--- src/rtl/max_pool_2x2_if.sv ---
// Sample stream interface for max_pool_2x2: the master drives convolution
// samples in, the slave (the pooling block) returns pooled samples and a
// frame-complete flag.
interface max_pool_2x2_if;
  logic signed [15:0] data_in;
  logic               data_valid;
  logic signed [15:0] pool_out;
  logic               pool_valid;
  logic               pool_done;

  modport master (
    output data_in,
    output data_valid,
    input  pool_out,
    input  pool_valid,
    input  pool_done
  );

  modport slave (
    input  data_in,
    input  data_valid,
    output pool_out,
    output pool_valid,
    output pool_done
  );
endinterface

--- src/rtl/max_pool_2x2.sv ---
// 2x2 / stride-2 max pooling over an FMAP x FMAP row-major sample stream.
// Horizontal pairs are reduced in a pair register, even-row pair maxima are
// parked in a P-entry line buffer, and each odd-row pair maximum is combined
// with the parked value to produce one pooled sample.
// For odd FMAP the last column and the last row are consumed but ignored.
// Build option: define POOL_RELU_EN to clamp negative pooled results to 0;
// timing and handshake are the same in both builds.
module max_pool_2x2 #(
  parameter int FMAP = 5
) (
  input  logic            clk,
  input  logic            rst_n,
  input  logic            clr,
  max_pool_2x2_if.slave   bus
);

  localparam int P  = FMAP / 2;
  localparam int CW = (FMAP > 2) ? $clog2(FMAP) : 1;
  localparam int PW = (P > 1) ? $clog2(P) : 1;

  localparam logic [CW-1:0] LAST  = CW'(FMAP - 1);
  // One bit wider than the counters so 2P still fits when FMAP is a power of two
  localparam logic [CW:0]   TWO_P = (CW + 1)'(2 * P);

  localparam logic [1:0] ST_IDLE = 2'd0;
  localparam logic [1:0] ST_RUN  = 2'd1;
  localparam logic [1:0] ST_DONE = 2'd2;

  logic [1:0]         state_reg;
  logic [CW-1:0]      col_reg;
  logic [CW-1:0]      row_reg;
  logic signed [15:0] pair_reg;
  logic signed [15:0] pool_out_reg;
  logic               pool_valid_reg;
  logic               pool_done_reg;
  logic signed [15:0] line_buf [P];

  logic               accept;
  logic               last_sample;
  logic               col_in;
  logic               row_in;
  logic [CW-1:0]      col_half;
  logic [PW-1:0]      buf_idx;
  logic signed [15:0] pair_max;
  logic signed [15:0] pooled;
  logic signed [15:0] pool_res;

  function automatic logic signed [15:0] smax(input logic signed [15:0] a,
                                              input logic signed [15:0] b);
    return (a > b) ? a : b;
  endfunction

  // Sample qualification, window position decode and the two max stages
  always_comb begin
    accept      = bus.data_valid && !clr && (state_reg != ST_DONE);
    last_sample = (row_reg == LAST) && (col_reg == LAST);
    col_in      = {1'b0, col_reg} < TWO_P;
    row_in      = {1'b0, row_reg} < TWO_P;
    col_half    = col_reg >> 1;
    buf_idx     = col_half[PW-1:0];
    pair_max    = smax(pair_reg, bus.data_in);
    pooled      = smax(line_buf[buf_idx], pair_max);
`ifdef POOL_RELU_EN
    pool_res    = pooled[15] ? 16'sd0 : pooled;
`else
    pool_res    = pooled;
`endif
  end

  // Frame FSM, row/col counters, pair register and the registered output
  always_ff @(posedge clk or negedge rst_n) begin
    if (!rst_n) begin
      state_reg      <= ST_IDLE;
      col_reg        <= '0;
      row_reg        <= '0;
      pair_reg       <= '0;
      pool_out_reg   <= '0;
      pool_valid_reg <= 1'b0;
      pool_done_reg  <= 1'b0;
    end else if (clr) begin
      state_reg      <= ST_IDLE;
      col_reg        <= '0;
      row_reg        <= '0;
      pair_reg       <= '0;
      pool_out_reg   <= '0;
      pool_valid_reg <= 1'b0;
      pool_done_reg  <= 1'b0;
    end else begin
      pool_valid_reg <= 1'b0;
      // Done follows DONE by one cycle, which also places it after the
      // final pool_valid pulse when the last sample is itself pooled
      pool_done_reg  <= (state_reg == ST_DONE);
      if (accept) begin
        state_reg <= last_sample ? ST_DONE : ST_RUN;
        if (col_reg == LAST) begin
          col_reg <= '0;
          row_reg <= last_sample ? '0 : row_reg + 1'b1;
        end else begin
          col_reg <= col_reg + 1'b1;
        end
        if (col_in && !col_reg[0]) begin
          pair_reg <= bus.data_in;
        end
        if (col_in && col_reg[0] && row_in && row_reg[0]) begin
          pool_out_reg   <= pool_res;
          pool_valid_reg <= 1'b1;
        end
      end
    end
  end

  // Line buffer write of even-row pair maxima; contents are always written
  // before being read within a frame, so no reset is needed
  always_ff @(posedge clk) begin
    if (rst_n && accept && col_in && col_reg[0] && row_in && !row_reg[0]) begin
      line_buf[buf_idx] <= pair_max;
    end
  end

  assign bus.pool_out   = pool_out_reg;
  assign bus.pool_valid = pool_valid_reg;
  assign bus.pool_done  = pool_done_reg;

endmodule

--- src/flat_wrapper.sv ---
// flat-port wrapper written by rule: the top's interface ports become plain ports
module max_pool_2x2_flat 
#(
  parameter int FMAP = 5
)
  (clk, rst_n, clr, bus_data_in, bus_data_valid, bus_pool_out, bus_pool_valid, bus_pool_done);
  max_pool_2x2_if bus_i ();
  input  logic clk;
  input  logic rst_n;
  input  logic clr;
  input wire logic [$bits(bus_i.data_in)-1:0] bus_data_in;
  input wire logic [$bits(bus_i.data_valid)-1:0] bus_data_valid;
  output wire logic [$bits(bus_i.pool_out)-1:0] bus_pool_out;
  output wire logic [$bits(bus_i.pool_valid)-1:0] bus_pool_valid;
  output wire logic [$bits(bus_i.pool_done)-1:0] bus_pool_done;
  assign bus_i.data_in = bus_data_in;
  assign bus_i.data_valid = bus_data_valid;
  assign bus_pool_out = bus_i.pool_out;
  assign bus_pool_valid = bus_i.pool_valid;
  assign bus_pool_done = bus_i.pool_done;
  max_pool_2x2 #(.FMAP(FMAP)) u_core (.clk(clk), .rst_n(rst_n), .clr(clr), .bus(bus_i));
endmodule
--- config.mk ---
export PLATFORM = sky130hd
export DESIGN_NAME = max_pool_2x2_flat
export DESIGN_NICKNAME = d
export VERILOG_FILES = /design/src/rtl/max_pool_2x2_if.sv /design/src/rtl/max_pool_2x2.sv /design/src/flat_wrapper.sv
export SDC_FILE = /design/constraint.sdc
export NUM_CORES = 1
export LEC_CHECK = 0
export CAP_MARGIN = 20
export CORE_UTILIZATION = 30
export CTS_BUF_LIST = sky130_fd_sc_hd__clkbuf_2
export DETAILED_ROUTE_END_ITERATION = 10
export SETUP_SLACK_MARGIN = 0.15
export SYNTH_ARGS = -nofsm -noshare
export SYNTH_HDL_FRONTEND = slang
export SYNTH_SLANG_ARGS = --single-unit
--- constraint.sdc ---
create_clock -name clk -period 11.57 [get_ports clk]
set_clock_uncertainty 0.2 [all_clocks]
set_input_delay 1.157 -clock clk [delete_from_list [all_inputs] [get_ports clk]]
set_output_delay 1.157 -clock clk [all_outputs]
set_load 0.005 [all_outputs]
Yosys cells after proc, flatten, opt, wreduce, memory -nomap -nowiden
Memories as Yosys holds them, arrays and structs flattened.
Cells that the tools add are included.
Storage, ports and cells
  flip-flop bits (word level): 42
  RAM bits: 32
  bits of input ports: 20
  output and inout port bits: 18
  word-level logic and storage cells: 64
  memories kept: 1
Memory list
  u_core.line_buf: depth 2, width 16, read ports 1, clocked after memory_dff 0, wr ports 1, RTL line max_pool_2x2.sv:36  | logic signed [15:0] line_buf [P];
Operators by class
  add/subtract/negate cells: 2
  order comparisons: 4
  eq/ne operators: 4
  muxes and demuxes: 24
  reductions and logical operators: 22
Operator list (count)
  two-way mux 16 bit: 8
  > comparator 16 bit: 2
  two-way mux 3 bit: 7
  logical AND 1 bit: 12
  nonzero test 2 bit: 4
  adder 3 x 1 -> 3 bit (second input constant): 2
  == test 3 bit (second input constant): 2
  less-than comparator 3 bit (second input constant): 2
  two-way mux 1 bit: 6
  two-way mux 2 bit: 3
  AND reduction 2 bit: 3
  logical NOT 1 bit: 3
  == test 2 bit (second input constant): 1
  != test 2 bit (second input constant): 1

Longest topological paths before layout
Gate-level depths: netlist (run 1).
  depth in word-level cells: 10
  depth in mapped cells: 20
  mapped depth without buffers: 17

Least setup slack after synthesis (run 1)
Ideal clock, no wire load.
  path type: input to register
  from: in bus_data_in[15]
  to: reg u_core.pool_out_reg[10] (netlist: u_core.bus.pool_out[10])
  setup time: 0.122 ns
  arrival time: 5.259 ns
  data required time: 11.248 ns
  setup slack: 5.989 ns
  cell stages on the path: 18
  path buffers: 3
  cells stage by stage: inv_1 > ha_1 > nand4_2 > or4_1 > nand2_1 > a31oi_1 > nor2_1 > buf_2 > mux2i_1 > ha_1 > and2_1 > a221oi_1 > nor2b_1 > o21a_1 > clkbuf_1 > clkbuf_1 > o21ai_0 > a32o_1
Between the ends
  longest elaborated chain between the ends: 7
RTL lines
  start, declared: RTL line flat_wrapper.sv:11  | input wire logic [$bits(bus_i.data_in)-1:0] bus_data_in;
  > comparator 16 bit: RTL line max_pool_2x2.sv:50  | return (a > b) ? a : b;
  two-way mux 16 bit (*): RTL line max_pool_2x2.sv:50
  > comparator 16 bit: RTL line max_pool_2x2.sv:50
  two-way mux 16 bit (*): RTL line max_pool_2x2.sv:50
  two-way mux 16 bit (*): RTL line max_pool_2x2.sv:104  | if (col_in && col_reg[0] && row_in && row_reg[0]) begin
  two-way mux 16 bit (*): RTL line max_pool_2x2.sv:93  | if (accept) begin
  two-way mux 16 bit (*): RTL line max_pool_2x2.sv:80  | end else if (clr) begin
  end signal, assigned: RTL line max_pool_2x2.sv:105  | pool_out_reg <= pool_res;
  end, declared: RTL line max_pool_2x2.sv:33  | logic signed [15:0] pool_out_reg;
Every way passes the cells marked *; elsewhere a longest branch is shown, timed or not. The select of a mux whose other input is x is not followed.
A chain may end at the register's enable or synchronous reset.

Final worst setup path (run 1)
  from: in bus_data_in[15]
  to: reg u_core.pool_out_reg[1] (netlist: u_core.bus.pool_out[1])
The elaborated chain is that of the path after synthesis.

==> results of run 1 <==
area by class of cell:
cell class	count	share of cell area (%)
Sequential cell	74	41.1
Multi-Input combinational cell	248	39.8
Timing Repair Buffer	42	8.24
Tap cell	176	4.50
Inverter	39	2.99
Clock inverter	6	2.33
Clock buffer	10	1.02
placed cells by master, fill, tap and decap left out, types with 4 or more instances in the layout:
| cell | synthesis | final |
|---|---|---|
| or3_1 | 15 | 15 |
| dfrtp_1 | 42 | 42 |
| clkbuf_2 | 0 | 10 |
| mux2_2 | 15 | 15 |
| nor2b_1 | 5 | 5 |
| ha_1 | 35 | 35 |
| nand4_1 | 4 | 4 |
| edfxtp_1 | 32 | 32 |
| nor3_1 | 4 | 4 |
| a21oi_1 | 17 | 17 |
| buf_4 | 0 | 5 |
| nand3_1 | 7 | 7 |
| o21ai_0 | 21 | 21 |
| a21o_1 | 4 | 4 |
| nand2_1 | 18 | 18 |
| mux2i_1 | 19 | 19 |
| inv_1 | 39 | 39 |
| a32o_1 | 15 | 15 |
| a22o_1 | 16 | 16 |
| clkdlybuf4s50_1 | 0 | 36 |
| nor2_1 | 17 | 17 |
cells in the mapped netlist:
cell type  count
mux2_2        15
a311oi_1       1
inv_1         39
a221oi_1       1
mux2_4         1
a21oi_1       17
nand3_1        7
nor2_1        17
a22o_1        16
a32oi_1        1
o221a_2        1
nand2b_1       3
clkbuf_1      11
or4bb_1        1
nor4_1         2
buf_6          2
and2_1         3
a31oi_1        1
mux2i_1       19
o211ai_1       3
or4_1          2
or3_1         15
and3_1         1
a22oi_1        1
o21a_1         2
or2_1          1
o21bai_1       1
dfrtp_1       42
and4_1         3
nor3b_1        1
ha_1          35
nand4_1        4
a211oi_2       2
nor3_1         4
a211oi_1       1
nor2b_1        5
buf_2          1
a21o_1         4
nor4b_1        1
nand4_2        1
a32o_1        15
nand2_1       18
o21ai_0       21
o31ai_1        1
edfxtp_1      32
report_power, final:
group	total, W	internal [W]	switching [W]
sequential	0.000289	0.000283	0.00000557
clock	0.000191	0.0000946	0.0000968
combinational	0.000116	0.0000480	0.0000677
total	0.000596	0.000426	0.000170
kinds of logic after synthesis:
logic type | after synthesis | share of synthesized area (%)
fa+ha+maj | 35 | 10.5
compound gates | 89 | 15.5
buf+inv | 53 | 5.17
flops | 74 | 48.3
mux | 35 | 8.98
simple gates | 89 | 11.5
per-stage QoR:
step	utilization (%)	worst slack, ns	instances
2_1_floorplan	-	5.99	375
3_3_place_gp	35.2	5.25	578
3_5_place_dp	35.2	5.09	578
4_1_cts	36.4	5.64	594
5_1_grt	36.5	5.22	595
6_report	36.5	5.57	595
worst max-delay path by stage:
stage                     slack [ns]                                  end  cells past startpoint
after floorplan                 5.99  u_core.bus.pool_out[10]$_DFFE_PN0P_                     18
after global placement          5.25   u_core.bus.pool_out[1]$_DFFE_PN0P_                     18
after detailed placement        5.09   u_core.bus.pool_out[1]$_DFFE_PN0P_                     18
after CTS                       5.64   u_core.bus.pool_out[1]$_DFFE_PN0P_                     18
after global routing            5.22   u_core.bus.pool_out[4]$_DFFE_PN0P_                     18
final                           5.57   u_core.bus.pool_out[1]$_DFFE_PN0P_                     18
worst max-delay path, delay by kind of cell:
kind / cells / cell delay (ns)
adder cells (fa/ha/maj): 2 / 0.73
AND/OR/NAND/NOR: 6 / 1.32
multiplexers: 1 / 0.41
AO/OA/AOI/OAI: 6 / 1.76
buffers and inverters: 3 / 0.85
per-layer routing:
metal  global-route usage (%)  part of all wire [%]
met1                     17.6                    47
met2                     22.8                    48
met3                     1.95                   3.2
met4                     5.55                   1.7
met5                        0                     0
==> metrics.md, run 1 <==
| Metric | Value |
|---|---|
| Antenna cell count | `0` |
| Synth-to-Final Area Change | `17.4%` |
| Critical Path Source | `bus_data_in[15]` |
| Fill count | `1,330` |
| Final ANT Viol Nets | `0` |
| Initial Util | `31.1%` |
| Post-DP Area | `0.00472 sq mm` |
| Worst Min Path Start | `u_core.bus.pool_out[14]$_DFFE_PN0P_` |
| Synth area leaders | `dfrtp_1, edfxtp_1, ha_1` |
| Register area share after synthesis | `48.3%` |
| Vias/cell | `5.14` |
| R2r setup slk | `6.30 ns` |
| Boundary pin count | `38` |
| Pwr Total | `0.000596 W` |
| Vias in the first global route | `3,110` |
| Fin. Hold Viols | `0` |
| Hold slack final | `0.330 ns` |
| Achievable Freq | `167 MHz` |
| Skew-Pair Late Insertion Delay | `0.53 ns` |
| Worst hold stages | `1` |
| PwrDens | `122 mW/mm^2` |
| Critical path arrival | `6.23 ns` |
| Total GRT Usage | `13.6%` |
| Post-DP HPWL | `6.55 mm` |
| Critical path's slowest cell | `o21a_1` |
| Max-cap viol count | `0` |
| Core ar. | `0.0134 sq mm` |
| CP Cell Sequence | `clkdlybuf4s50_1, inv_1, ha_1, nand4_2, or4_1, nand2_1, a31oi_1, nor2_1, buf_4, mux2i_1, ha_1, a21oi_1, nand2_1, a221oi_1, nor2b_1, o21a_1, o21ai_0, a32o_1` |
| Slew HR | `43.5%` |
| Hold buffer count at CTS | `0` |
| Row cnt | `42` |
| Area occupied by multi-input gates | `0.00195 sq mm` |
| Final std cell area, no fill | `0.00489 sq mm` |
| Synth unique cells | `45` |
| CTS sink count | `74` |
| Initial DRC count | `96` |
| R2R cell count | `16` |
| Initial antenna violation count | `0` |
| Setup TNS | `0 ns` |
| Unrepaired setup endpoints after global routing | `no` |
| Static Leak | `2.13 nW` |
| Post-route clock period utilization | `51.8%` |
| CTS clk-pin slew, worst paths | `0.23 ns` |
| Worst hold endpoint | `u_core.bus.pool_out[14]$_DFFE_PN0P_` |
| Register area | `0.00201 sq mm` |
| Die H | `120 microns` |
| Die Area | `0.0144 sq mm` |
| Fin crit period | `6.00 ns` |
| Synth warnings | `0` |
| Clock buffer depth | `2` |
| Final setup fails | `0` |
| I/O Buffers | `37` |
| Detailed-route via count | `3,056` |
| CTS root buffer | `clkbuf_2` |
| Synthesized Nets | `430` |
| VDD IR max | `0.0511 mV` |
| Synthesis-stage register bit count | `74` |
| Share of cells above drive strength 1 | `10.3%` |
| DR DRC count | `0` |
| Gpl congestion | `0.879` |
| Status | `finished clean` |
| First-pass GRT wire length | `15.3 mm` |
| Fin nets | `469` |
| Worst slew pin tran | `0.847 ns` |
| Share of the synthesized area in the top cell type | `25.2%` |
| Largest register FFs | `32` |
| Worst path max stage delay | `0.66 ns` |
| Total gr overflow | `0` |
| Die W | `120 microns` |
| Mapped Cells | `375` |
| Nature of the critical path startpoint | `input pin` |
| R2R Path End | `u_core.bus.pool_out[1]$_DFFE_PN0P_` |
| 1st-pass router iterations | `4` |
| Pins Over Slew Limit | `0` |
| TritonCTS buffer count | `9` |
| Critical Path Sink Type | `register` |
| Detailed Route WL | `9.08 mm` |
| Cts repair resizes | `0` |
| Worst-path fanout max | `29` |
| Worst min path class | `register to register` |
| Largest net degree at the start of global routing | `45` |
| Post-CTS Repair Setup Buffers | `0` |
| CTS tree | `yes` |
| Critical path required time | `11.80 ns` |
| Syn Area/Cell | `11.1 sq um` |
| Worst Path Class, Setup | `input pin to register` |
| Beginning of the worst register-to-register path | `u_core.pair_reg[15]$_DFFE_PN0P_` |
| Yosys top cell by area | `dfrtp_1` |
| Synthesized cell area | `0.00417 sq mm` |
| H-tree depth | `3` |
| Avg WL per Cell | `15.3 microns` |
Note: power is estimated with default switching activity, not from simulation.
==> run 2, diff against run 1 <==
- clock period: 11.57 -> 5 ns (I/O delays scaled with it)
==> metrics.md, run 2 (synthesis results as in run 1) <==
| Metric | Value |
|---|---|
| Status | `finished clean (unchanged)` |
| Final ANT Viol Nets | `0 (unchanged)` |
| Post-DP HPWL | `7.35 mm (was 6.55 mm)` |
| Met1 Use GR | `19.7% (was 17.6%)` |
| TritonCTS buffer count | `9 (unchanged)` |
| Worst Path Class, Setup | `input pin to register (unchanged)` |
| Die W | `120 microns (unchanged)` |
| Detailed-route via count | `3,368 (was 3,056)` |
| Synth-to-Final Area Change | `34.1% (was 17.4%)` |
| Initial Util | `31.1% (unchanged)` |
| Largest net degree at the start of global routing | `26 (was 45)` |
| 1st-pass router iterations | `6 (was 4)` |
| Nature of the critical path startpoint | `input pin (unchanged)` |
| Pwr Total | `0.00141 W (was 0.000596 W)` |
| Gpl congestion | `0.817 (was 0.879)` |
| Utilization after layout | `41.7% (was 36.5%)` |
| Initial DRC count | `139 (was 96)` |
| Fin. Hold Viols | `0 (unchanged)` |
| Share of cells above drive strength 1 | `27.3% (was 10.3%)` |
| Skew-Pair Late Insertion Delay | `0.58 ns (was 0.53 ns)` |
| Critical path arrival | `5.01 ns (was 6.23 ns)` |
| Post-route clock period utilization | `94.6%` |
| Unrepaired setup endpoints after global routing | `no (unchanged)` |
| First-pass GRT wire length | `16.9 mm (was 15.3 mm)` |
| Worst slew pin tran | `0.947 ns (was 0.847 ns)` |
| Vias/cell | `5.04 (was 5.14)` |
| Row cnt | `42 (unchanged)` |
| Static Leak | `2.46 nW (was 2.13 nW)` |
| Pins Over Slew Limit | `0 (unchanged)` |
| CTS sink count | `74 (unchanged)` |
| Detailed Route WL | `10.7 mm (was 9.08 mm)` |
| Die H | `120 microns (unchanged)` |
| Commonest non-fill, non-tap cell in the layout | `buf_4 (was dfrtp_1)` |
| Met2 Resource Use GR | `25.6% (was 22.8%)` |
| Met3 Usage GRT | `2.52% (was 1.95%)` |
| Slew HR | `36.9% (was 43.5%)` |
| Boundary pin count | `38 (unchanged)` |
| CTS tree | `yes (unchanged)` |
| Achievable Freq | `212 MHz` |
| Vias in the first global route | `3,350 (was 3,110)` |
| Fin nets | `541 (was 469)` |
| Critical Path Sink Type | `register (unchanged)` |
| Die Area | `0.0144 sq mm (unchanged)` |
| I/O Buffers | `37 (unchanged)` |
| Max-cap viol count | `0 (unchanged)` |
| Core ar. | `0.0134 sq mm (unchanged)` |
| Initial antenna violation count | `1 (was 0)` |
| CTS root buffer | `clkbuf_2 (unchanged)` |
| Most frequent cells in the layout | `buf_4, dfrtp_1, inv_1, clkdlybuf4s50_1, edfxtp_1 (was dfrtp_1, inv_1, clkdlybuf4s50_1, ha_1, edfxtp_1)` |
| Gr busiest metal | `met2 (unchanged)` |
| H-tree depth | `3 (unchanged)` |
| Final setup fails | `0 (unchanged)` |
| Setup TNS | `0 ns (unchanged)` |
| DR DRC count | `0 (unchanged)` |
| CTS clk-pin slew, worst paths | `0.21 ns (was 0.23 ns)` |
| PwrDens | `253 mW/mm^2 (was 122 mW/mm^2)` |
| Critical path required time | `5.28 ns (was 11.80 ns)` |
| Total gr overflow | `0 (unchanged)` |
| Fin crit period | `4.73 ns` |
| Worst-path fanout max | `7 (was 29)` |
| Total GRT Usage | `15.3% (was 13.6%)` |
| Largest register FFs | `32 (unchanged)` |
| Avg WL per Cell | `16.0 microns (was 15.3 microns)` |
| Worst min path class | `input pin to async pin (was register to register)` |
| VDD IR max | `0.111 mV (was 0.0511 mV)` |
| Clock buffer depth | `2 (unchanged)` |
[run 2: cell types whose count changed in the layout (fill, tap and decap cells not counted), sizes merged]
cell / before / now
buf: 6 / 73
bufinv: 3 / 1
clkbuf: 10 / 9
clkinv: 0 / 2
clkinvlp: 2 / 4
diode: 0 / 1
dlygate4sd3: 0 / 1
inv: 40 / 39
mux2: 16 / 19
nor2: 17 / 18
[run 2: metrics by stage]
step	cells	hold slack [ns]	cell area (sq um)	worst slack (ns)
floorplan	375	0.00441	4170	0.201
CTS	661	0.202	5380	0.164
global route	668	0.229	5590	0.0825
global placement	643	0.283	5220	-0.533
finish	668	0.208	5590	0.272
detailed placement	643	0.283	5220	-0.594
[run 2: worst max-delay path, stage by stage]
cell             delay, ns
clkdlybuf4s50_1       0.50
inv_1                 0.06
ha_1                  0.31
nand4_4               0.09
buf_6                 0.14
or4_4                 0.53
a21o_1                0.21
a31oi_4               0.27
nor2_4                0.13
buf_6                 0.15
mux2i_1               0.13
ha_1                  0.30
nand3_1               0.09
o221a_2               0.29
nor3_4                0.27
o31ai_4               0.13
mux2_4                0.32
or3_1                 0.33
a32o_1                0.27
[run 2: power breakdown]
group          switching (W)  internal (W)
sequential         0.0000134      0.000655
clock               0.000233      0.000112
combinational       0.000200      0.000200
[run 2: repair_timing]
| item | CTS | global route |
|---|---|---|
| setup endpoints to repair | 16 | 16 |
| pin swaps | 0 | 6 |
| gates cloned | 1 | 3 |
| endpoints found under the hold margin | 17 | 0 |
| gates resized for setup | 4 | 27 |
| setup buffers | 0 | 2 |
| hold buffers | 1 | 0 |
[run 2: cell type report]
cell class | instances | area (sq um)
Clock inverter | 7 | 70.1
Clock buffer | 9 | 45.0
Multi-Input combinational cell | 252 | 2160
Sequential cell | 74 | 2010
Inverter | 39 | 146
Tap cell | 176 | 220
Antenna cell | 1 | 2.50
Fill cell | 1287 | 7810
Timing Repair Buffer | 110 | 936
[run 2: metal layers]
layer | vias up | wire [microns]
li1 | 1640 | -
met1 | 1652 | 4870
met2 | 63 | 5310
met3 | 13 | 361
met4 | 0 | 130
met5 | - | 0
[run 2: final timing paths]
check                                                          end  cells past startpoint                          startpoint  slack (ns)
worst max-delay path            u_core.bus.pool_out[5]$_DFFE_PN0P_                     19                     bus_data_in[12]        0.27
worst min-delay path            u_core.bus.pool_out[1]$_DFFE_PN0P_                      2                               rst_n        0.21
worst max register to register  u_core.bus.pool_out[5]$_DFFE_PN0P_                     17     u_core.pair_reg[15]$_DFFE_PN0P_        0.29
worst min register to register  u_core.bus.pool_out[6]$_DFFE_PN0P_                      1  u_core.bus.pool_out[6]$_DFFE_PN0P_        0.32
max in group asynchronous          u_core.state_reg[1]$_DFFE_PN0P_                      3                               rst_n        3.66
min in group clk                u_core.bus.pool_out[6]$_DFFE_PN0P_                      1  u_core.bus.pool_out[6]$_DFFE_PN0P_        0.32
==> run 3, diff against run 2 <==
--- a/config.mk
+++ b/config.mk
@@ -7,3 +7,4 @@
 export LEC_CHECK = 0
-export CAP_MARGIN = 20
+export ABC_CLOCK_PERIOD_IN_PS = 5000
+export CAP_MARGIN = 30
 export CORE_UTILIZATION = 30
--- a/constraint.sdc
+++ b/constraint.sdc
@@ -4,2 +4,2 @@
 set_output_delay 0.5 -clock clk [all_outputs]
-set_load 0.005 [all_outputs]
+set_load 0.02 [all_outputs]
==> metrics.md, run 3 (synthesis results as in run 1) <==
| Metric | Value |
|---|---|
| Status | `finished clean (unchanged)` |
| Initial DRC count | `141 (was 139)` |
| DR DRC count | `0 (unchanged)` |
| Dpl ws | `-0.697 ns (was -0.594 ns)` |
| Critical Path Sink Type | `register (unchanged)` |
| Share of cells above drive strength 1 | `29.5% (was 27.3%)` |
| Row cnt | `42 (unchanged)` |
| Fill count | `1,296 (was 1,287)` |
| Fin. Hold Viols | `0 (unchanged)` |
| Skew-Pair Late Insertion Delay | `0.55 ns (was 0.58 ns)` |
| Static Leak | `2.51 nW (was 2.46 nW)` |
| I/O Buffers | `37 (unchanged)` |
| Unrepaired setup endpoints after global routing | `yes (was no)` |
| Final worst slack | `0.167 ns (was 0.272 ns)` |
| Detailed-route via count | `3,376 (was 3,368)` |
| Total gr overflow | `0 (unchanged)` |
| CTS tree | `yes (unchanged)` |
| CTS root buffer | `clkbuf_2 (unchanged)` |
| Avg WL per Cell | `16.2 microns (was 16.0 microns)` |
| Total GRT Usage | `15.4% (was 15.3%)` |
| Slew HR | `38.5% (was 36.9%)` |
| Register area | `0.00201 sq mm (unchanged)` |
| Initial Util | `31.1% (unchanged)` |
| Die H | `120 microns (unchanged)` |
| Worst min path class | `input pin to async pin (unchanged)` |
| Post-route clock period utilization | `96.7% (was 94.6%)` |
| Critical path arrival | `5.09 ns (was 5.01 ns)` |
| Fin crit period | `4.83 ns (was 4.73 ns)` |
| Post-DP HPWL | `7.40 mm (was 7.35 mm)` |
| Initial antenna violation count | `1 (unchanged)` |
| Synth-to-Final Area Change | `36.6% (was 34.1%)` |
| Achievable Freq | `207 MHz (was 212 MHz)` |
| 1st-pass router iterations | `5 (was 6)` |
| CTS clk-pin slew, worst paths | `0.21 ns (about the same)` |
| Fin nets | `548 (was 541)` |
| Most frequent cells in the layout | `buf_4, dfrtp_1, inv_1, clkdlybuf4s50_1, edfxtp_1 (unchanged)` |
| Final ANT Viol Nets | `0 (unchanged)` |
| Clock buffer depth | `2 (unchanged)` |
| Nature of the critical path startpoint | `input pin (unchanged)` |
| Worst Path Class, Setup | `input pin to register (unchanged)` |
| Core ar. | `0.0134 sq mm (unchanged)` |
| Vias in the first global route | `3,388 (was 3,350)` |
| Post-DP Area | `0.00523 sq mm (was 0.00522 sq mm)` |
| Worst slew pin tran | `0.922 ns (was 0.947 ns)` |
| Final std cell area, no fill | `0.00569 sq mm (was 0.00559 sq mm)` |
| Pins Over Slew Limit | `0 (unchanged)` |
| Worst-path fanout max | `7 (unchanged)` |
| Final setup fails | `0 (unchanged)` |
| H-tree depth | `3 (unchanged)` |
| TritonCTS buffer count | `9 (unchanged)` |
| Max-cap viol count | `0 (unchanged)` |
| Vias/cell | `5.00 (was 5.04)` |
| Die W | `120 microns (unchanged)` |
| Largest register FFs | `32 (unchanged)` |
| Critical path required time | `5.25 ns (was 5.28 ns)` |
| Die Area | `0.0144 sq mm (unchanged)` |
| PwrDens | `253 mW/mm^2 (about the same)` |
| Boundary pin count | `38 (unchanged)` |
| Area occupied by multi-input gates | `0.00218 sq mm (was 0.00216 sq mm)` |
| CTS sink count | `74 (unchanged)` |
| Detailed Route WL | `10.9 mm (was 10.7 mm)` |
| Largest net degree at the start of global routing | `26 (unchanged)` |
| First-pass GRT wire length | `17.1 mm (was 16.9 mm)` |
| Gpl congestion | `0.817 (unchanged)` |
| VDD IR max | `0.108 mV (was 0.111 mV)` |
| Commonest non-fill, non-tap cell in the layout | `buf_4 (unchanged)` |
-- run 3: cell count changes in the layout (fill, tap and decap cells not counted), sizes merged --
cell	before	now
buf	73	80
clkinv	2	5
clkinvlp	4	1
-- run 3: final cells by class --
cell class                      instances  share of cell area (%)
Timing Repair Buffer                  117                    17.8
Tap cell                              176                    3.87
Multi-Input combinational cell        252                    38.3
Clock buffer                            9                   0.791
Inverter                               39                    2.57
Antenna cell                            1                  0.0440
Clock inverter                          7                    1.23
Sequential cell                        74                    35.3
-- run 3: worst paths after layout --
check,from,end,slack [ns],depth (start not counted)
min in group clk,u_core.bus.pool_out[6]$_DFFE_PN0P_,u_core.bus.pool_out[6]$_DFFE_PN0P_,0.32,1
max,bus_data_in[12],u_core.bus.pool_out[5]$_DFFE_PN0P_,0.17,20
min,rst_n,u_core.bus.pool_out[0]$_DFFE_PN0P_,0.23,2
max in group asynchronous,rst_n,u_core.row_reg[2]$_DFFE_PN0P_,3.63,3
max reg2reg,u_core.pair_reg[12]$_DFFE_PN0P_,u_core.bus.pool_out[5]$_DFFE_PN0P_,0.20,18
min reg2reg,u_core.bus.pool_out[6]$_DFFE_PN0P_,u_core.bus.pool_out[6]$_DFFE_PN0P_,0.32,1
-- run 3: through the flow --
step	utilization (%)	TNS [ns]	std cells	hold WS (ns)	total power [W]
global placement	39.0	-8.31	643	0.283	0.00103
detailed placement	39.1	-10.44	644	0.287	0.00104
finish	42.5	0	675	0.228	0.00144
CTS	40.2	0	662	0.207	0.00139
global route	42.5	0	675	0.242	0.00152
floorplan	-	0	375	0.00441	0.000865
-- run 3: timing repair --
action / CTS / global route
endpoints found under the hold margin: 17 / 0
hold buffers: 1 / 0
buffers inserted: 0 / 9
endpoints found under the setup margin: 16 / 16
resized for setup: 3 / 38
pin swaps: 0 / 16
gates cloned: 1 / 3
-- run 3: metal layers --
metal	vias up	global-route usage [%]	share of wire, %
li1	1652	-	-
met1	1651	19.9	45
met2	63	26.0	50
met3	10	2.71	3.5
met4	0	5.08	1.3
met5	-	0	0
-- run 3: power breakdown --
part	switching (W)	total (W)	internal (W)
registers	0.0000140	0.000669	0.000655
clock network	0.000231	0.000345	0.000114
logic	0.000208	0.000428	0.000220
-- run 3: worst max-delay path, cell delays in order --
cell and delay [ns]:
clkdlybuf4s50_1 0.50, inv_1 0.08, ha_4 0.28, nand4_4 0.11
buf_6 0.13, or4_4 0.47, a21o_1 0.21, a31oi_4 0.28
nor2_4 0.13, buf_6 0.15, mux2i_2 0.15, ha_1 0.33
nand3_2 0.09, o221a_4 0.26, nor3_4 0.25, o31ai_4 0.12
buf_6 0.13, mux2_4 0.29, or3_1 0.36, a32o_1 0.26
==> RTL change 1: new RTL, flow settings as in run 2 <==
Add a define of `POOL_RELU_EN`.
--- a/src/rtl/max_pool_2x2.sv
+++ b/src/rtl/max_pool_2x2.sv
@@ -6,4 +6,6 @@
 // Build option: define POOL_RELU_EN to clamp negative pooled results to 0;
 // timing and handshake are the same in both builds.
+`define POOL_RELU_EN
+
 module max_pool_2x2 #(
   parameter int FMAP = 5
Formal check against the unedited RTL: not equivalent (Yosys sat finds a counterexample within 10 cycles, from zero or initial values and one cycle with rst_n low).
==> RTL change 1 against run 2 <==
  * Wire length fell by 7.0%
  * Setup slack worse by 0.032 ns
  * Sequential cell count down 1
  * Total power down 3.6%
  * Design area down 5.3%
  * Synthesized cell count shrank 2.4%
  * Area after synthesis fell by 3.8%
  * Critical endpoint is now u_core.bus.pool_out[3]
  * Largest cell class is now registers
==> RTL change 1: results (changes against run 2) <==
syn-num-nets: 421  # was 430
placed_cells: 608  # was 643
worstHoldPathType: "in -> reg"  # was in -> async
vdd_drop_max_uv: 116  # was 111 uV
grt_pass1_wl_um: 16400  # was 16,900 um
dr.pass1.iters: 4  # was 6
grt_pass1_vias: 3271  # was 3,350
grt_max_degree: 44  # was 26
crit_arrival_ns: 5.05  # was 5.01 ns
place_congestion: 0.809  # was 0.817
power_leakage_nw: 2.36  # was 2.46 nW
status: "finished, final reports clean"  # unchanged
power_switching_w: 0.000399  # was 0.000447 W
fin_ws_ns: 0.240  # was 0.272 ns
ys_seq_area_frac: 0.496  # was 0.483
drt_iter0_drc: 117  # was 139
path_delay_family: "compound AO/OA/AOI/OAI gates"  # was simple AND/OR/NAND/NOR gates
avgSynthCellArea_um2: 10.9  # was 11.1 um^2
port_buffers: 36  # was 37
grt_usage: 0.152  # was 0.153
reg2reg_depth: 18  # was 17
dp_hpwl_um: 6910  # was 7350 um
ys_top_cells_by_count: "inv_1, dfrtp_1, ha_1"  # was dfrtp_1, inv_1, ha_1
viasPerCell: 4.86  # was 5.04
clkLatencyLatePin_ns: 0.55  # was 0.58 ns
cp_slowest_cell: "clkdlybuf4s50_1"  # was or4_4
synth.distinct_cells: 46  # was 45
[RTL change 1: cell types whose count changed after synthesis, sizes merged, moves of 15 or more]
| cell | change |
|---|---|
| a21oi | +17 |
| mux2 | -15 |
| inv | +15 |
| o221ai | +15 |
| a32o | -15 |
| o21ai | -16 |
| or3 | -15 |
[RTL change 1: worst max-delay path by stage]
stage / startpoint / to
2_1_floorplan: bus_data_in[15] / u_core.bus.pool_out[10]
3_3_place_gp: bus_data_in[15] / u_core.bus.pool_out[1]
3_5_place_dp: bus_data_in[14] / u_core.bus.pool_out[4]
4_1_cts: bus_data_in[14] / u_core.bus.pool_out[11]
5_1_grt: bus_data_in[7] / u_core.bus.pool_out[3]
6_report: bus_data_in[11] / u_core.bus.pool_out[3]
[RTL change 1: power groups by stage]
stage,sequential (W),combinational (W),clock [W]
after detailed placement,0.000671,0.000270,0
after floorplan,0.000665,0.000159,0
after global routing,0.000663,0.000365,0.000411
after global placement,0.000671,0.000263,0
final,0.000660,0.000329,0.000375
after CTS,0.000659,0.000283,0.000384
[RTL change 1: what timing repair did]
action	CTS	global route
setup buffers	3	8
setup endpoints to repair	14	15
cloned	1	0
pin swaps	3	17
gates resized for setup	5	41
endpoints found under the hold margin	41	0
hold buffers	1	0
[RTL change 1: stage by stage]
step | util | hold WS [ns]
after global routing | 0.413 | 0.00971
after global placement | 0.377 | 0.291
after CTS | 0.392 | 0.327
after detailed placement | 0.377 | 0.281
final | 0.413 | 0.0328
after floorplan | - | 0.00441
[RTL change 1: cell type report]
class	count	area (um^2)
clock buffers	9	45.0
diodes	1	2.50
fillers	1263	7530
multi-input cells	228	1930
clock inverters	7	85.1
flip-flops and latches	73	1990
repair buffers	95	827
inverters	54	203
well taps	172	215
[RTL change 1: routing by layer]
layer,share of wire,wire length [um],global-route usage
met5,0,0,0
met4,0.023,226,0.0713
met3,0.029,290,0.0247
met2,0.49,4820,0.250
met1,0.46,4590,0.195
[RTL change 1: cells by family after synthesis]
| group | Yosys count | share of synthesized area |
|---|---|---|
| flops | 73 | 0.496 |
| compound gates | 87 | 0.176 |
| fa+ha+maj | 35 | 0.109 |
| simple gates | 87 | 0.0999 |
| mux | 17 | 0.0428 |
| buf+inv | 66 | 0.0752 |
| other cells | 1 | 0.000936 |
==> RTL change 2: new RTL, config.mk and constraints of run 2 <==
Without the edit above. Make the reset (`rst_n`) synchronous in one clocked block.
--- a/src/rtl/max_pool_2x2.sv
+++ b/src/rtl/max_pool_2x2.sv
@@ -69,5 +69,5 @@
 
   // Frame FSM, row/col counters, pair register and the registered output
-  always_ff @(posedge clk or negedge rst_n) begin
+  always_ff @(posedge clk) begin
     if (!rst_n) begin
       state_reg      <= ST_IDLE;
Behaviour: differs if rst_n is asserted again (counterexample within 10 cycles, from zero or initial values and one cycle with rst_n low); with rst_n held inactive, the same outputs for 10 cycles.
==> RTL change 2 against run 2 <==
  * Global-route usage about the same
  * Setup slack improved by 0.088 ns
  * Design area decreased by 7.6%
  * Critical endpoint is now u_core.bus.pool_out[9]
  * Wire length decreased by 5.2%
  * Critical path depth unchanged
  * Worst hold slack improved by 0.062 ns
  * Cell count increased by 3.0%
  * Sequential cell count increased by 1
  * Area after synthesis decreased by 2.0%
Power is not compared: it rests on default switching activity, and its combinational part moved more than twofold at a synthesized area within 25%.
==> RTL change 2: results (changes against run 2) <==
worstHoldPathType: "reg -> reg"  # was in -> async
synthArstFlopShare: 0  # was 0.568
crit_fanout: 10  # was 7
worst_pin_slew_ns: 0.821  # was 0.947 ns
reg2reg_from: "u_core.pair_reg[14]"  # was u_core.pair_reg[15]
path_clk_slew_ns: 0.17  # was 0.21 ns
synth_seq_cells: 75  # was 74
grt_max_degree: 30  # was 26
placed_cells: 672  # was 643
antenna_cells: 0  # was 1
finalWirelength_um: 10100  # was 10,700 um
worstSetupStartpoint: "bus_data_in[13]"  # was bus_data_in[12]
final_nets: 563  # was 541
status: "finished, final reports clean"  # unchanged
num-nonclk-inverters: 36  # was 39
dr.pass1.iters: 4  # was 6
dp_hpwl_um: 7830  # was 7350 um
drive_gt1_frac: 0.180  # was 0.273
fillers: 1365  # was 1,287
cp_slowest_cell: "clkdlybuf4s50_1"  # was or4_4
dpl_cell_area_mm2: 0.00502  # was 0.00522 mm^2
synth_ff_type: "dfxtp_1"  # was dfrtp_1
place_congestion: 0.874  # was 0.817
dp_slack_ns: -0.288  # was -0.594 ns
path_delay_family: "compound AO/OA/AOI/OAI gates"  # was simple AND/OR/NAND/NOR gates
grt_pass1_wl_um: 16700  # was 16,900 um
critPathMaxStageDelay_ns: 0.48  # was 0.53 ns
crit_arrival_ns: 4.88  # was 5.01 ns
-- RTL change 2: cells by family (layout without fill, tap and decap cells) --
group                    count (synthesis)  after routing  share of synthesized area
flip-flops                              75             75                      0.446
AO/OA/AOI/OAI                          125            125                      0.199
XOR/XNOR                                 1              1                    0.00214
buffers and inverters                   60            147                     0.0585
adder cells (fa/ha/maj)                 36             36                      0.110
AND/OR/NAND/NOR                        104            104                      0.119
multiplexers                            24             24                     0.0646
-- RTL change 2: repair_timing --
action                     4_1_cts  5_1_grt
setup buffers                    0        0
setup endpoints to repair        0       15
gates resized for setup          0        2
-- RTL change 2: metal layers --
layer  up-vias  GRT usage  part of all wire
met3        10     0.0352             0.034
met2        51      0.249              0.48
met4         0     0.0475             0.012
met5         -          0                 0
li1       1722          -                 -
met1      1631      0.201              0.48
